--- src/rtl/updown_step_ctrl.sv ---
// Step sequencer for an up/down counter: accepts "move N steps" commands, drives mode M and step enable.
// Latency accept+1+N+1 cycles; cmd_ready only in IDLE, so a held cmd_valid waits out SETUP/STEP/DONE.
module updown_step_ctrl #(
    parameter int CNT_W  = 3,
    parameter int STEP_W = 4
) (
    input  logic              clk,
    input  logic              clear,
    input  logic              cmd_valid,
    output logic              cmd_ready,
    input  logic              cmd_dir,
    input  logic [STEP_W-1:0] cmd_steps,
    input  logic              cmd_wrap,
    input  logic              abort,
    input  logic [CNT_W-1:0]  cnt_q,
    output logic              cnt_m,
    output logic              cnt_en,
    output logic              busy,
    output logic              done,
    output logic [STEP_W-1:0] steps_done,
    output logic              limit_hit,
    output logic              aborted
);

    typedef enum logic [1:0] {
        IDLE  = 2'd0,
        SETUP = 2'd1,
        STEP  = 2'd2,
        DONE  = 2'd3
    } state_t;

    state_t            state_q, state_d;
    logic [STEP_W-1:0] rem_q, rem_d;
    logic              dir_q, dir_d;
    logic              wrap_q, wrap_d;
    logic              cnt_m_q, cnt_m_d;
    logic [STEP_W-1:0] steps_done_q, steps_done_d;
    logic              limit_hit_q, limit_hit_d;
    logic              aborted_q, aborted_d;
    logic              at_lim;
    logic              step_ok;

    assign at_lim = dir_q ? (cnt_q == {CNT_W{1'b1}}) : (cnt_q == '0);

    always_comb begin
        state_d      = state_q;
        rem_d        = rem_q;
        dir_d        = dir_q;
        wrap_d       = wrap_q;
        cnt_m_d      = cnt_m_q;
        steps_done_d = steps_done_q;
        limit_hit_d  = limit_hit_q;
        aborted_d    = aborted_q;
        step_ok      = 1'b0;

        case (state_q)
            IDLE: begin
                if (cmd_valid) begin
                    rem_d        = cmd_steps;
                    dir_d        = cmd_dir;
                    wrap_d       = cmd_wrap;
                    cnt_m_d      = cmd_dir;
                    steps_done_d = '0;
                    limit_hit_d  = 1'b0;
                    aborted_d    = 1'b0;
                    state_d      = SETUP;
                end
            end
            SETUP: begin
                state_d = (rem_q == '0) ? DONE : STEP;
            end
            STEP: begin
                step_ok = (rem_q != '0) & ~abort & ~(at_lim & ~wrap_q);
                if (step_ok) begin
                    rem_d        = rem_q - STEP_W'(1);
                    steps_done_d = steps_done_q + STEP_W'(1);
                    if (rem_q == STEP_W'(1)) begin
                        state_d = DONE;
                    end
                end
                // A denied step at a boundary and an abort may coincide; report both.
                if (abort) begin
                    aborted_d = 1'b1;
                    state_d   = DONE;
                end
                if (at_lim & ~wrap_q & (rem_q != '0)) begin
                    limit_hit_d = 1'b1;
                    state_d     = DONE;
                end
            end
            default: begin
                state_d = IDLE;
            end
        endcase
    end

    always_ff @(posedge clk) begin
        if (!clear) begin
            state_q      <= IDLE;
            rem_q        <= '0;
            dir_q        <= 1'b0;
            wrap_q       <= 1'b0;
            cnt_m_q      <= 1'b1;
            steps_done_q <= '0;
            limit_hit_q  <= 1'b0;
            aborted_q    <= 1'b0;
        end else begin
            state_q      <= state_d;
            rem_q        <= rem_d;
            dir_q        <= dir_d;
            wrap_q       <= wrap_d;
            cnt_m_q      <= cnt_m_d;
            steps_done_q <= steps_done_d;
            limit_hit_q  <= limit_hit_d;
            aborted_q    <= aborted_d;
        end
    end

    assign cmd_ready  = (state_q == IDLE) & clear;
    assign cnt_m      = cnt_m_q;
    assign cnt_en     = step_ok;
    assign busy       = (state_q == SETUP) | (state_q == STEP);
    assign done       = (state_q == DONE);
    assign steps_done = steps_done_q;
    assign limit_hit  = limit_hit_q;
    assign aborted    = aborted_q;

endmodule

--- config.mk ---
export PLATFORM = sky130hd
export DESIGN_NAME = updown_step_ctrl
export DESIGN_NICKNAME = d
export VERILOG_FILES = /design/src/rtl/updown_step_ctrl.sv
export SDC_FILE = /design/constraint.sdc
export NUM_CORES = 1
export LEC_CHECK = 0
export ABC_CLOCK_PERIOD_IN_PS = 2400
export CORE_MARGIN = 2
export CORE_UTILIZATION = 50
export CTS_BUF_LIST = sky130_fd_sc_hd__clkbuf_8
export DETAILED_ROUTE_END_ITERATION = 7
export PLACE_DENSITY = 0.89
export SYNTH_ARGS = -nofsm -noshare
export SYNTH_HDL_FRONTEND = slang
export SYNTH_SLANG_ARGS = --single-unit
--- constraint.sdc ---
create_clock -name clk -period 2.4 [get_ports clk]
set_clock_uncertainty 0.1 [all_clocks]
set_input_delay 0.48 -clock clk [delete_from_list [all_inputs] [get_ports clk]]
set_output_delay 0.48 -clock clk [all_outputs]
set_load 0.05 [all_outputs]
==> results of run 1 <==
## synth_stat cells, types with 2 or more instances
master    instances
nand2_1           9
dfxtp_1          15
a21boi_0          2
nor4_1            2
clkbuf_1          3
ha_1              7
nand4b_1          2
a21oi_1           8
inv_1             6
nor2_1            4
o21ai_0           4
o311ai_0          2
mux2i_1           3
a221o_1           2
nand3_1           8
nor2b_1           3
nand2b_1          2
or2b_2            2
and2_1            2
nor3_1            4
## cells by family (layout without fill, tap and decap cells)
| family | count (synthesis) | after routing | share of synthesized area (%) |
|---|---|---|---|
| and+or+nand+nor | 47 | 47 | 28.87 |
| AOI/OAI and AO/OA | 29 | 29 | 21.78 |
| DFF | 15 | 15 | 30.93 |
| buffers and inverters | 11 | 44 | 5.154 |
| adders and majority gates | 7 | 7 | 9.020 |
| muxes | 4 | 4 | 4.253 |
## sequential cells by signal (all words and copies together) (netlist names)
register,count
dir_q,1
steps_done,4
state_q,2
aborted,1
limit_hit,1
wrap_q,1
cnt_m,1
rem_q,4
## path summary, 6_finish.rpt
kind                            cells past startpoint                          to  slack, ns
worst max-delay path                                5                      cnt_en        0.1
worst min-delay path                                2  steps_done[3]$_SDFFE_PN0P_       0.37
worst max register to register                      6       rem_q[3]$_SDFFE_PN0P_       0.37
worst min register to register                      2  steps_done[3]$_SDFFE_PN0P_       0.37
## worst register-to-register path, delay by kind of cell, from the launching register on
kind / cells / cell delay, ns
and+or+nand+nor: 1 / 0.57
AOI/OAI and AO/OA: 3 / 0.66
DFF: 1 / 0.33
buffers and inverters: 2 / 0.33
## per-layer routing
metal  up-vias  track usage, %
li1        488               -
met1       436           27.19
met2        53           38.93
met3        10           9.811
met4         0           12.43
met5         -               0
## power by group
part / leakage, nW / switching, mW / total, mW / internal, mW
Sequential: 0.123 / 0.0611 / 0.362 / 0.301
Combinational: 0.410 / 0.441 / 0.764 / 0.323
Clock: 0.0255 / 0.0939 / 0.209 / 0.115
Total: 0.558 / 0.596 / 1.33 / 0.739
## metrics by stage
stage | setup WS [ns] | utilization (%)
finish | 0.09553 | 76.42
global route | 0.07255 | 76.42
CTS | 0.02595 | 75.51
detailed placement | -0.1411 | 72.00
global placement | -0.09450 | 72.00
floorplan | 0.04117 | -
## repair_timing
item | 4_1_cts | 5_1_grt
gates cloned | 0 | 0
resized for setup | 4 | 2
setup endpoints to repair | 1 | 1
pin swaps | 2 | 2
buffers inserted | 1 | 1
## final cells by class
class / instances / area, um2 / area share [%]
Clock buffer: 3 / 41.29 / 3.030
Sequential cell: 15 / 300.3 / 22.04
Inverter: 6 / 22.52 / 1.653
Tap cell: 25 / 31.28 / 2.296
Clock inverter: 1 / 5.005 / 0.3673
Timing Repair Buffer: 34 / 317.8 / 23.32
Multi-Input combinational cell: 87 / 644.4 / 47.29
==> results.ini, run 1 <==
[die]
die_x_um=48.07
die_area_mm2=0.002310
dieHeight_um=48.07
io_pins=24
initial_core_util_pct=54.46
fp.coreArea_mm2=0.001783
placementRows=15

[timing]
max_freq_mhz=433.9
slew_headroom_pct=66.44
tns_ns=0
rsz0062_at_grt=false
finalHoldViolCount=0
whs_ns=0.3663
finalCriticalPeriod_ns=2.304
slew_violations=0
worst_pin_slew_ns=0.5018
report.final.setup_viol=0
period_share_pct=96.02

[clocking]
clk_latency_ns=0.25
hold_buffers=0
root_buffer=clkbuf_8
cts_max_path_buffers=2
clk_pin_slew_ns=0.06
cts_tree=built
cts_buffers=3
cts_num_sinks=15
htreeDepth=1

[yosys]
yosys.area.top_type=dfxtp_1
synth_seq_area_share_pct=30.93
synth_enable_flop_cells=0
syn_area_per_cell_um2=8.592
synth_seq_cells=15
async_flop_share_pct=0
ys_warn_count=0
syn-num-nets=133
yosys.area.top_type_share_pct=30.93
synth_cell_type_count=43
netlist_area_um2=970.9
synthCells=113
synth_area_leaders=dfxtp_1 31%, ha_1 9.0%, a21oi_1 4.1%
synth_flop_cell=dfxtp_1

[power]
irDropWorstVdd_v=0.001043
p_per_area_mw_per_mm2=979.4
power_leakage_nw=0.5584
power_mw=1.334

[finish]
final_area_mm2=0.001363
final_cell_mix=17 x clkdlybuf4s50_1, 15 x dfxtp_1, 13 x buf_4
nets=167
antenna_cells=0
drive_gt1_share_pct=21.23
fillers=125
layout.cells.most_common=clkdlybuf4s50_1
fin_cells=171
area_delta_synth_final_pct=40.34

[routing]
first_iter_violations=26
wl_per_cell_um=14.31
routed_via_density=5.772
ant_nets=0
met2_length_um=1152
num_vias=987
wl_met3_um=209
met1_length_um=1037
routed_wl_um=2447
dr.pass1.iters=4
top_layer_used=met4
drcViolationCount=0

[global_route]
first_global_vias=908
grt_use_total_pct=24.12
grt_pass1_wl_um=3795
grt_max_degree=15
overflow=0
antenna_found_initial=0

[place]
place.gp.congestion=0.8127
dpl.hpwl_um=1701
placed_area_mm2=0.001284
dp_cells=165
portBuffers=23

[critical_path]
rr_startpoint=dir_q$_SDFFE_PN0P_
startpoint=cnt_q[2]
worstPathArrival_ns=1.72
crit_family=simple AND/OR/NAND/NOR gates
worstSetupPathType=in2out
endpoint_kind=output pin
worstSetupStartpointType=input port
path_cells=dlygate4sd2_1, or4_4, a21oi_4, nor4b_2, buf_4
slowest_stage=or4_4
cp.required_ns=1.82
crit_fanout=2
critical_path.max_stage_delay_ns=0.54
crit_buf_inv=2

[min_path]
hold_path_startpoint=steps_done[3]$_SDFFE_PN0P_
hp-class=reg2reg

[outcome]
outcome=finished, final reports clean

[flow_run]
maxCapViolations=0

(Power assumes the default switching activity.)
==> run 2, diff against run 1 <==
- ABC_AREA: unset -> 1
- CORE_UTILIZATION: 50 -> 49
==> run 2 against run 1 <==
- register-to-register slack better by 0.32 ns
- clock power about the same
- non-clock buffer count down 10
- core utilization down 5.5 points
- cell count up 5.8%
- sequential power up 14%
- critical path depth up 1
- design area down 11%
- critical path type unchanged
- largest cell class unchanged
==> results.ini, run 2 <==
[routing]
ant_nets=0  ; unchanged
dr.pass1.iters=4  ; unchanged
routed_wl_um=2033  ; -17%
wl_per_cell_um=11.23  ; -22%
drcViolationCount=0  ; unchanged
routed_via_density=4.983  ; -14%
first_iter_violations=9  ; -65%
num_vias=902  ; -8.6%

[outcome]
outcome=finished, final reports clean

[clocking]
htreeDepth=1  ; unchanged
clk_pin_slew_ns=0.07  ; about the same
post_cts_resized=0  ; -4
post_cts_buffers=0  ; -1
cts_num_sinks=15  ; unchanged
cts_buffers=3  ; unchanged
cts_tree=built
hold_buffers=0  ; unchanged
clk_latency_ns=0.25  ; about the same
root_buffer=clkbuf_8
cts_max_path_buffers=2  ; unchanged

[die]
die_area_mm2=0.002159  ; -6.6%
dieHeight_um=46.46  ; -3.3%
placementRows=15  ; unchanged
initial_core_util_pct=51.72  ; -2.7 points
die_x_um=46.46  ; -3.3%
io_pins=24  ; unchanged
fp.coreArea_mm2=0.001708  ; -4.2%

[yosys]
synth_area_leaders=dfxtp_1 34%, nor2_1 11%, ha_1 9.9%
ys_top_cells_by_count=25 x nor2_1, 20 x nand2_1, 17 x inv_1, 15 x dfxtp_1, 12 x o21ai_0
netlist_area_um2=883.3  ; -9.0%
yosys.area.top_type_share_pct=33.99  ; +3.1 points
syn-num-nets=149  ; +12%
synth_enable_flop_cells=0  ; unchanged
synth_cell_type_count=21  ; -51%
synth_seq_cells=15  ; unchanged
synth_most_common_cell=nor2_1
ys_warn_count=0  ; unchanged
async_flop_share_pct=0  ; unchanged
synth_seq_area_share_pct=33.99  ; +3.1 points
yosys.area.top_type=dfxtp_1
synthCells=129  ; +14%
syn_area_per_cell_um2=6.848  ; -20%
synth_flop_cell=dfxtp_1

[critical_path]
startpoint=cnt_q[1]
rr_worst_depth=10  ; +4
cp.required_ns=1.82  ; about the same
crit_fanout=3  ; +1
worstPathArrival_ns=1.69  ; -0.03 ns
endpoint_kind=output pin
rr_startpoint=state_q[0]$_SDFFE_PN0P_
worstSetupPathType=in2out
worstSetupStartpointType=input port

[timing]
finalHoldViolCount=0  ; unchanged
rsz0062_at_grt=false
worst_pin_slew_ns=0.5076  ; +0.005808 ns
slew_headroom_pct=66.05  ; -0.39 points
finalCriticalPeriod_ns=2.267  ; -0.03751 ns
report.final.setup_viol=0  ; unchanged
setup_slack_ns=0.1330  ; +0.03751 ns
max_freq_mhz=441.1  ; +1.7%
period_share_pct=94.46  ; -1.6 points
whs_ns=0.3465  ; -0.01982 ns
slew_violations=0  ; unchanged
tns_ns=0  ; unchanged

[finish]
layout.cells.most_common=nor2_1
final_util_pct=70.92  ; -5.5 points
fin_cells=181  ; +5.8%
drive_gt1_share_pct=10.90  ; -10 points
nets=177  ; +6.0%
area_delta_synth_final_pct=37.11
antenna_cells=0  ; unchanged
final_cell_mix=25 x nor2_1, 20 x nand2_1, 20 x clkdlybuf4s50_1
final_area_mm2=0.001211  ; -11%

[place]
dp_cells=177  ; +7.3%
dp_slack_ns=0.1862  ; +0.3273 ns
dpl.hpwl_um=1595  ; -6.2%
placed_area_mm2=0.001165  ; -9.3%
place.gp.congestion=0.8339  ; +2.6%
portBuffers=23  ; unchanged

[min_path]
hold_path_startpoint=aborted$_SDFFE_PN0P_
hp-class=reg2reg
holdPathStages=2  ; unchanged

[global_route]
antenna_found_initial=0  ; unchanged
first_global_vias=764  ; -16%
grt_pass1_wl_um=3187  ; -16%
grt_use_total_pct=21.19  ; -2.9 points
grt_max_degree=11  ; -4
overflow=0  ; unchanged

[power]
irDropWorstVdd_v=0.0007560  ; -28%
p_per_area_mw_per_mm2=1261  ; +29%
power_leakage_nw=0.5443  ; -2.5%
power_mw=1.528  ; +14%

[flow_run]
maxCapViolations=0  ; unchanged

## run 2: changes by cell type after synthesis, moves of 3 or more
cell      change
nor2_1       +21
nor3_1        -3
o21ai_0       +8
clkbuf_1      -3
inv_2         +3
inv_1        +11
nand2_1      +11
mux2i_1       -3
nor2b_1       -3
## run 2: cells by family (layout without fill, tap and decap cells)
family / count (synthesis) / in the layout / synth area share (%)
simple gates: 60 / 60 / 30.74
compound gates: 24 / 24 / 14.31
buf+inv: 21 / 48 / 9.064
flops: 15 / 15 / 33.99
fa+ha+maj: 7 / 7 / 9.915
xor+xnor: 2 / 2 / 1.983
## run 2: worst paths after layout
kind / endpoint / slack, ns
worst max-delay path: cnt_en / 0.13
worst min register to register: aborted$_SDFFE_PN0P_ / 0.35
worst max register to register: rem_q[3]$_SDFFE_PN0P_ / 0.69
worst min-delay path: aborted$_SDFFE_PN0P_ / 0.35
## run 2: critical path, cell delays in order
cell and delay (ns):
clkdlybuf4s50_1 0.48, o21ai_1 0.10, nand3_1 0.16, nand2_1 0.08
nor2_1 0.20, buf_12 0.17
## run 2: report_power, final
group	total [mW]	switching, mW	internal (mW)
combinational	0.908	0.583	0.325
clock	0.209	0.0934	0.115
sequential	0.411	0.0784	0.333
total	1.53	0.755	0.773
## run 2: area by class of cell
| cell class | instances | area (um2) |
|---|---|---|
| Inverter | 20 | 75.07 |
| Clock buffer | 3 | 41.29 |
| Clock inverter | 1 | 5.005 |
| Fill cell | 138 | 496.7 |
| Tap cell | 25 | 31.28 |
| Sequential cell | 15 | 300.3 |
| Multi-Input combinational cell | 93 | 503.0 |
| Timing Repair Buffer | 24 | 255.2 |
## run 2: metal layers
metal / track usage (%) / part of all wire [%] / wire length, um
met2: 36.39 / 51 / 1027
met5: 0 / 0 / 0
met1: 23.28 / 42 / 848
met4: 6.857 / 1.5 / 30
met3: 9.020 / 6.2 / 126
